--- src/rtl/uart_alu_intf_pkg.sv ---
`default_nettype none
// +----------------------------------------------------------------------------+
// | Package   : uart_alu_intf_pkg                                              |
// | Purpose   : Shared opcodes, FSM state encoding and flag bit positions for  |
// |             the UART command/response ALU engine.                          |
// | Options   : UART_ALU_FLAGS_EN adds the SEND_FLAGS state.                   |
// | Revision  : 1.0 - initial release                                          |
// +----------------------------------------------------------------------------+
package uart_alu_intf_pkg;

  // Opcodes, taken from the low 6 bits of the OP byte
  localparam logic [5:0] OP_ADD = 6'h20;
  localparam logic [5:0] OP_SUB = 6'h22;
  localparam logic [5:0] OP_AND = 6'h24;
  localparam logic [5:0] OP_OR  = 6'h25;
  localparam logic [5:0] OP_XOR = 6'h26;
  localparam logic [5:0] OP_NOR = 6'h27;
  localparam logic [5:0] OP_SRA = 6'h03;
  localparam logic [5:0] OP_SRL = 6'h02;

  // Bit positions inside the flags byte
  localparam int FLAG_ZERO    = 0;
  localparam int FLAG_CARRY   = 1;
  localparam int FLAG_INVALID = 2;
  localparam int FLAG_W       = 3;

  typedef enum logic [2:0] {
    ST_GET_A      = 3'd0,
    ST_GET_B      = 3'd1,
    ST_GET_OP     = 3'd2,
    ST_EXEC       = 3'd3,
`ifdef UART_ALU_FLAGS_EN
    ST_SEND       = 3'd4,
    ST_SEND_FLAGS = 3'd5
`else
    ST_SEND       = 3'd4
`endif
  } state_t;

  function automatic logic [FLAG_W-1:0] pack_flags(input logic invalid,
                                                   input logic carry,
                                                   input logic zero);
    logic [FLAG_W-1:0] f;
    f               = '0;
    f[FLAG_ZERO]    = zero;
    f[FLAG_CARRY]   = carry;
    f[FLAG_INVALID] = invalid;
    return f;
  endfunction

endpackage
`default_nettype wire

--- src/rtl/uart_alu_intf_alu.sv ---
`default_nettype none
// +----------------------------------------------------------------------------+
// | Module    : uart_alu_intf_alu                                              |
// | Purpose   : Purely combinational ALU used by the UART command engine.      |
// | Ports     : a, b     - operands (DBIT)                                     |
// |             op       - opcode (NB_OP)                                      |
// |             result   - operation result (DBIT)                             |
// |             carry    - ADD carry-out / SUB borrow, 0 otherwise             |
// |             zero     - result == 0                                         |
// |             invalid  - opcode not recognised (result forced to 0)          |
// | Revision  : 1.0 - initial release                                          |
// +----------------------------------------------------------------------------+
module uart_alu_intf_alu
  import uart_alu_intf_pkg::*;
#(
  parameter int DBIT  = 8,
  parameter int NB_OP = 6
) (
  input  logic [DBIT-1:0]  a,
  input  logic [DBIT-1:0]  b,
  input  logic [NB_OP-1:0] op,
  output logic [DBIT-1:0]  result,
  output logic             carry,
  output logic             zero,
  output logic             invalid
);

  logic [DBIT:0] w_sum;

  assign w_sum = {1'b0, a} + {1'b0, b};
  assign zero  = (result == '0);

  always_comb begin
    result  = '0;
    carry   = 1'b0;
    invalid = 1'b0;
    case (op)
      NB_OP'(OP_ADD): begin
        result = w_sum[DBIT-1:0];
        carry  = w_sum[DBIT];
      end
      NB_OP'(OP_SUB): begin
        result = a - b;
        carry  = (a < b);
      end
      NB_OP'(OP_AND): result = a & b;
      NB_OP'(OP_OR):  result = a | b;
      NB_OP'(OP_XOR): result = a ^ b;
      NB_OP'(OP_NOR): result = ~(a | b);
      // Shift amount is the full unsigned B; oversize shifts saturate to
      // all-sign-bits (SRA) or zero (SRL).
      NB_OP'(OP_SRA): result = $signed(a) >>> b;
      NB_OP'(OP_SRL): result = a >> b;
      default:        invalid = 1'b1;
    endcase
  end

endmodule
`default_nettype wire

--- src/rtl/uart_alu_intf.sv ---
`default_nettype none
// +----------------------------------------------------------------------------+
// | Module    : uart_alu_intf                                                  |
// | Purpose   : Command/response engine between the UART FIFOs and an ALU.     |
// |             Pops A, B, OP from the RX FIFO, executes, pushes the result    |
// |             (and optionally a flags byte) into the TX FIFO.                |
// | Ports     : clk, reset (sync, active-low)                                  |
// |             rx_empty, r_data, rd_uart   - RX FIFO read port (FWFT)         |
// |             tx_full, w_data, wr_uart    - TX FIFO write port               |
// |             busy                        - high outside GET_A               |
// |             result                      - last computed result             |
// | Options   : `define UART_ALU_FLAGS_EN to send {invalid,carry,zero} after   |
// |             the result byte.                                               |
// | Revision  : 1.0 - initial release                                          |
// +----------------------------------------------------------------------------+
module uart_alu_intf
  import uart_alu_intf_pkg::*;
#(
  parameter int DBIT  = 8,
  parameter int NB_OP = 6
) (
  input  logic            clk,
  input  logic            reset,
  input  logic            rx_empty,
  input  logic [DBIT-1:0] r_data,
  output logic            rd_uart,
  input  logic            tx_full,
  output logic            wr_uart,
  output logic [DBIT-1:0] w_data,
  output logic            busy,
  output logic [DBIT-1:0] result
);

  state_t             r_state;
  logic [DBIT-1:0]    r_a;
  logic [DBIT-1:0]    r_b;
  logic [NB_OP-1:0]   r_op;
  logic [DBIT-1:0]    r_result;

  logic [DBIT-1:0]    w_alu_result;
  logic               w_carry;
  logic               w_zero;
  logic               w_invalid;
  logic               w_get;

`ifdef UART_ALU_FLAGS_EN
  logic [FLAG_W-1:0]  r_flags;
`else
  logic               w_unused_flags;
  assign w_unused_flags = ^{w_carry, w_zero, w_invalid};
`endif

  uart_alu_intf_alu #(
    .DBIT  (DBIT),
    .NB_OP (NB_OP)
  ) u_alu (
    .a       (r_a),
    .b       (r_b),
    .op      (r_op),
    .result  (w_alu_result),
    .carry   (w_carry),
    .zero    (w_zero),
    .invalid (w_invalid)
  );

  assign w_get  = (r_state == ST_GET_A) || (r_state == ST_GET_B) ||
                  (r_state == ST_GET_OP);
  assign result = r_result;

  // Handshakes are Mealy on the FIFO flags; all outputs are held quiet while
  // reset is asserted so the cycle that carries reset never moves data.
  always_comb begin
    rd_uart = reset && w_get && !rx_empty;
    wr_uart = 1'b0;
    w_data  = '0;
    busy    = reset && (r_state != ST_GET_A);
    if (reset) begin
      case (r_state)
        ST_SEND: begin
          w_data  = r_result;
          wr_uart = !tx_full;
        end
`ifdef UART_ALU_FLAGS_EN
        ST_SEND_FLAGS: begin
          w_data  = {{(DBIT-FLAG_W){1'b0}}, r_flags};
          wr_uart = !tx_full;
        end
`endif
        default: ;
      endcase
    end
  end

  always_ff @(posedge clk) begin
    if (!reset) begin
      r_state  <= ST_GET_A;
      r_a      <= '0;
      r_b      <= '0;
      r_op     <= '0;
      r_result <= '0;
`ifdef UART_ALU_FLAGS_EN
      r_flags  <= '0;
`endif
    end else begin
      case (r_state)
        ST_GET_A: if (!rx_empty) begin
          r_a     <= r_data;
          r_state <= ST_GET_B;
        end
        ST_GET_B: if (!rx_empty) begin
          r_b     <= r_data;
          r_state <= ST_GET_OP;
        end
        ST_GET_OP: if (!rx_empty) begin
          r_op    <= r_data[NB_OP-1:0];
          r_state <= ST_EXEC;
        end
        ST_EXEC: begin
          r_result <= w_alu_result;
`ifdef UART_ALU_FLAGS_EN
          r_flags  <= pack_flags(w_invalid, w_carry, w_zero);
`endif
          r_state  <= ST_SEND;
        end
        ST_SEND: if (!tx_full) begin
`ifdef UART_ALU_FLAGS_EN
          r_state <= ST_SEND_FLAGS;
`else
          r_state <= ST_GET_A;
`endif
        end
`ifdef UART_ALU_FLAGS_EN
        ST_SEND_FLAGS: if (!tx_full) r_state <= ST_GET_A;
`endif
        default: r_state <= ST_GET_A;
      endcase
    end
  end

endmodule
`default_nettype wire

--- config.mk ---
export PLATFORM = sky130hd
export DESIGN_NAME = uart_alu_intf
export DESIGN_NICKNAME = d
export VERILOG_FILES = /design/src/rtl/uart_alu_intf_pkg.sv /design/src/rtl/uart_alu_intf_alu.sv /design/src/rtl/uart_alu_intf.sv
export SDC_FILE = /design/constraint.sdc
export NUM_CORES = 1
export LEC_CHECK = 0
export BUFFER_PORTS_ARGS = -buffer_cell sky130_fd_sc_hd__clkbuf_2
export CORE_MARGIN = 4
export CORE_UTILIZATION = 40
export CTS_CLUSTER_DIAMETER = 40
export DETAILED_ROUTE_END_ITERATION = 8
export GPL_TIMING_DRIVEN = 0
export PLACE_DENSITY = 0.57
export SLEW_MARGIN = 20
export SYNTH_ARGS = -nofsm -noshare
export SYNTH_HDL_FRONTEND = slang
export SYNTH_HIERARCHICAL = 1
export SYNTH_SLANG_ARGS = --single-unit
export TNS_END_PERCENT = 50
--- constraint.sdc ---
create_clock -name clk -period 3.9 [get_ports clk]
set_input_delay 0.585 -clock clk [delete_from_list [all_inputs] [get_ports clk]]
set_output_delay 0.585 -clock clk [all_outputs]
set_load 0.05 [all_outputs]
======== Word-level counts from Yosys, hierarchy flattened ========
Index checks and enable logic that the tools add are counted.
cells by class
  add/sub/neg operators ................... 2
  equality and inequality tests ........... 16
  shifts and indexed selects .............. 2
  mux-type cells .......................... 10
  bitwise logic cells ..................... 5
  reductions and logical operators ........ 13
operators by type and width
  cell                                                              count
  8-bit case mux with 8 select lines                                1
  6-bit == test (second input constant)                             6
  8-bit 2-to-1 mux                                                  2
  3-bit case mux with 5 select lines                                1
  6-bit by 2-bit == test with 1-bit output (second input constant)  2
  3-bit 2-to-1 mux                                                  4
  8-bit adder                                                       1
  8-bit AND                                                         1
  2-bit != test (second input constant)                             4
  8-bit NOT                                                         1
  8-bit bitwise OR                                                  1
  8-bit by 8-bit >> shifter with 8-bit output                       1
  8-bit by 8-bit >>> shifter with 8-bit output                      1
  8-bit subtractor                                                  1
  8-bit XOR                                                         1
  3-bit by 2-bit == test with 1-bit output (second input constant)  2
  2-bit AND reduction                                               3
  4-bit AND reduction                                               1
  3-bit by 1-bit == test with 1-bit output (second input constant)  1
  3-bit == test (second input constant)                             1
  1-bit logical AND                                                 3
  3-bit zero test                                                   1
  3-bit nonzero test                                                1
  1-bit zero test                                                   2
  3 further kinds                                                   5
storage, ports and cells
  register bits after elaboration ......... 33
  input bits .............................. 12
  output and inout bits ................... 19
  logic and storage cells ................. 53

======== Longest topological paths before layout ========
  depth after elaboration ................. 5
  gate-level depth with buffers ........... 11
  depth with buffers taken out ............ 11

======== Modules after synthesis ========
The synthesis kept the hierarchy.
modules (own cells, without submodules)
  module             instances  cells an instance  area an instance (um^2)  seq. area each (um^2)
  uart_alu_intf_alu  1          257                1839.3                   0.0
  uart_alu_intf      1          143                1392.6                   660.6

======== Worst setup path before layout ========
No wires, ideal clock.
  kind .................................... register to register
  start point ............................. reg r_b[1]
  end point ............................... reg r_result[7], in the netlist result[7]
  library setup time ...................... 72 ps
  arrival ................................. 2368 ps
  required time ........................... 3828 ps
  path slack .............................. 1461 ps
  cell stages (with the launch flop) ...... 12
  buffers on the path ..................... 1
  clock period less this slack ............ 2439 ps
  cell sequence ........................... dfxtp_1 > buf_2 > inv_1 > ha_1 > nor3_1 > o311ai_0 > a21oi_1 > a211oi_1 > xnor2_1 > o21ai_0 > nand2_1 > mux2i_1
on the way
  longest elaborated chain between the ends .. 2
  elaborated cells on any way between the ends .. 5
  classes of those cells .................. 2 x add/sub; 2 x shift; 1 x mux
ends and longest elaborated chain
  element                                         RTL line                 RTL
  from (decl)                                     uart_alu_intf.sv:36      logic [DBIT-1:0] r_b;
  from (signal assigned)                          uart_alu_intf.sv:111     r_b <= r_data;
  8-bit subtractor, or another cell as far along  uart_alu_intf_alu.sv:43  result = a - b;
  8-bit case mux with 8 select lines (*)          uart_alu_intf_alu.sv:37  case (op)
  via w_alu_result[7]                             uart_alu_intf.sv:40      logic [DBIT-1:0] w_alu_result;
  to (signal assigned)                            uart_alu_intf.sv:119     r_result <= w_alu_result;
  to (decl)                                       uart_alu_intf.sv:38      logic [DBIT-1:0] r_result;
The timed path passes the listed nets; every way through them passes the cells marked *.
A chain may end at the register's enable or synchronous reset.

======== Worst setup path in the final report ========
Same ends and word-level chain as after synthesis.

==> run_results.csv <==
group,metric,value,unit
sta,rsz0062_at_grt,"no",
grt,antenna_found_initial,0,
floorplanning,core,0.00741,sq mm
floorplanning,placementRows,31,
power,internal-power,0.658,mW
cells_and_area,design_area,0.00352,sq mm
power,power_frac_comb,25.3,%
placed_design,dpl.hpwl,6.90,mm
route,routedWlPerCell,16.9,um
sta,clock.fmax,0.323,GHz
worst_setup_path,crit_path_cell_trace,"buf_2 > inv_1 > ha_1 > nor3_1 > o311ai_0 > a21oi_1 > a211oi_1 > xnor2_1 > o21ai_0 > nand2_1 > mux2i_1",
worst_setup_path,reg2reg_depth,11,
route,wl,8.82,mm
sta,fin_tns_setup,0,ns
power,leakage,1.45,nW
route,m1WireLength,4.25,mm
cells_and_area,drive_above_1_share,15.8,%
floorplanning,die_area,0.00929,sq mm
power,ir_drop,0.000183,V
clock_network,cts_resized,0,
power,powerDensity,270,mW/mm^2
route,wl_met2,4.05,mm
synth,netlist_area,0.00313,sq mm
sta,period_share,79.3,%
clock_network,clockRootBuffer,"clkbuf_8",
min_path,worstHoldPathCells,2,
clock_network,hold_buffers,0,
power,switching_share,30.7,%
worst_setup_path,crit_path_max_fanout,9,
route,topRoutingLayerUsed,"met4",
route,viasPerCell,5.58,
worst_setup_path,critPathRequiredTime,4.11,ns
route,antenna_left,0,
min_path,worstHoldStart,"result[6]",
floorplanning,fp.dieH,96.4,um
placed_design,place_area,0.00340,sq mm
worst_setup_path,critPathArrivalTime,3.30,ns
worst_setup_path,cp.depth,11,
sta,fin_worst_skew,0.00838,ns
worst_setup_path,start_kind,"flop",
worst_setup_path,worst_r2r_startpoint,"r_b[1]",
power,seqPwrFrac,39.3,%
grt,grt_start_max_net_pins,11,
worst_setup_path,cpPeakStageDelay,0.62,ns
worst_setup_path,critPathCaptureType,"flop",
route,route.met3.wl,418,um
route,drc,0,
cells_and_area,layout_commonest_cell,"nand2_1",
clock_network,clock_sinks,33,
clock_network,cts_buffers,5,
clock_network,clk_latency,0.28,ns
sta,period_needed,3.09,ns
grt,grt_usage,19.6,%
clock_network,clk_pin_slew_worst_paths,0.07,ns
grt,overflow,0,
cells_and_area,antennaDiodeCount,0,
worst_setup_path,worst-path-buf-inv,2,
outcome,status,"finished clean",
worst_setup_path,crit_slowest_cell,"o311ai_0",
placed_design,routabilityCongestion,0.946,
route,drtIter0Drc,237,
grt,grt_pass1_vias,2604,
sta,drv_slew,0,
clock_network,cts.path.max_buffers,2,
synth,synthCells,386,
floorplanning,die-width,96.4,um
cells_and_area,syn_to_final_growth,12.5,%
worst_setup_path,worstSetupStartpoint,"r_b[1]",
route,dr.pass1.iters,5,
clock_network,cts_max_level,2,
clock_network,post-cts-setup-buffers,0,
placed_design,io_buffers,30,
cells_and_area,final_cell_mix,"nand2_1, mux2i_1, dfxtp_1, clkbuf_2",
min_path,worst_hold_path_type,"reg2reg",
sta,setup_viol,0,
synth,synth.avg_cell_area,8.10,sq um
floorplanning,start_util,42.2,%
synth,syn-num-nets,423,
sta,finalHoldViolCount,0,
synth,ys_warn_count,6,
clock_network,cts_tree,"done",
cells_and_area,nets,460,
power,clockPowerShare,35.3,%
power,p_switching,0.291,mW
worst_setup_path,cpLargestDelayFamily,"compound AO/OA/AOI/OAI gates",
sta,tightest_slew,1.17,ns
job,drv_cap,0,
sta,slew_headroom,21.7,%
route,num_vias,2920,
floorplanning,io_pins,31,
grt,grt_pass1_wl,13.9,mm
worst_setup_path,criticalPathCategory,"reg2reg",
## worst reg2reg max path, stage by stage, from the launching register on
cell,delay (ns)
dfxtp_1,0.48
buf_2,0.30
inv_1,0.17
ha_1,0.34
nor3_1,0.07
o311ai_0,0.62
a21oi_1,0.15
a211oi_1,0.31
xnor2_1,0.11
o21ai_0,0.24
nand2_1,0.09
mux2i_1,0.16
## layout make-up
cell class | instances | area, sq um
buffer | 27 | 161
clock buffer | 7 | 86.3
clock inverter | 1 | 30.0
fill | 768 | 3890
inverter | 20 | 75.1
multi-input combinational | 306 | 2230
sequential | 33 | 661
tap | 99 | 124
timing repair buffer | 30 | 150
## per-layer routing
layer,GRT usage [%],vias up
met5,0,-
met4,4.09,0
met3,3.18,14
met2,29.3,85
met1,29.5,1373
li1,-,1448
## worst paths after layout
kind          endpoint  slack (ns)
max          result[7]        0.81
min          result[6]        0.47
max reg2reg  result[7]        0.81
min reg2reg  result[6]        0.47
## power groups by stage
| stage | Sequential (mW) | Clock [mW] | Combinational, mW |
|---|---|---|---|
| floorplan | 0.371 | 0 | 0.185 |
| global placement | 0.381 | 0 | 0.235 |
| detailed placement | 0.381 | 0 | 0.237 |
| CTS | 0.373 | 0.342 | 0.238 |
| global route | 0.375 | 0.357 | 0.266 |
| finish | 0.373 | 0.335 | 0.240 |
## flip-flops by register name, summed over array words and instances, names as in the netlist
name	count
r_a	8
r_b	8
r_op	6
r_state	3
result	8
## through the flow
stage / hold WS (ns) / setup slack (ns) / util, % / cells / power (mW)
after CTS: 0.477 / 0.801 / 47.5 / 523 / 0.953
after floorplan: 0.447 / 1.50 / - / 386 / 0.556
after detailed placement: 0.467 / 0.820 / 45.9 / 515 / 0.618
after global routing: 0.491 / 0.507 / 47.5 / 523 / 0.998
after global placement: 0.457 / 0.883 / 45.9 / 515 / 0.615
final: 0.468 / 0.806 / 47.5 / 523 / 0.948
No activity file was read; power rests on OpenSTA's default activity.
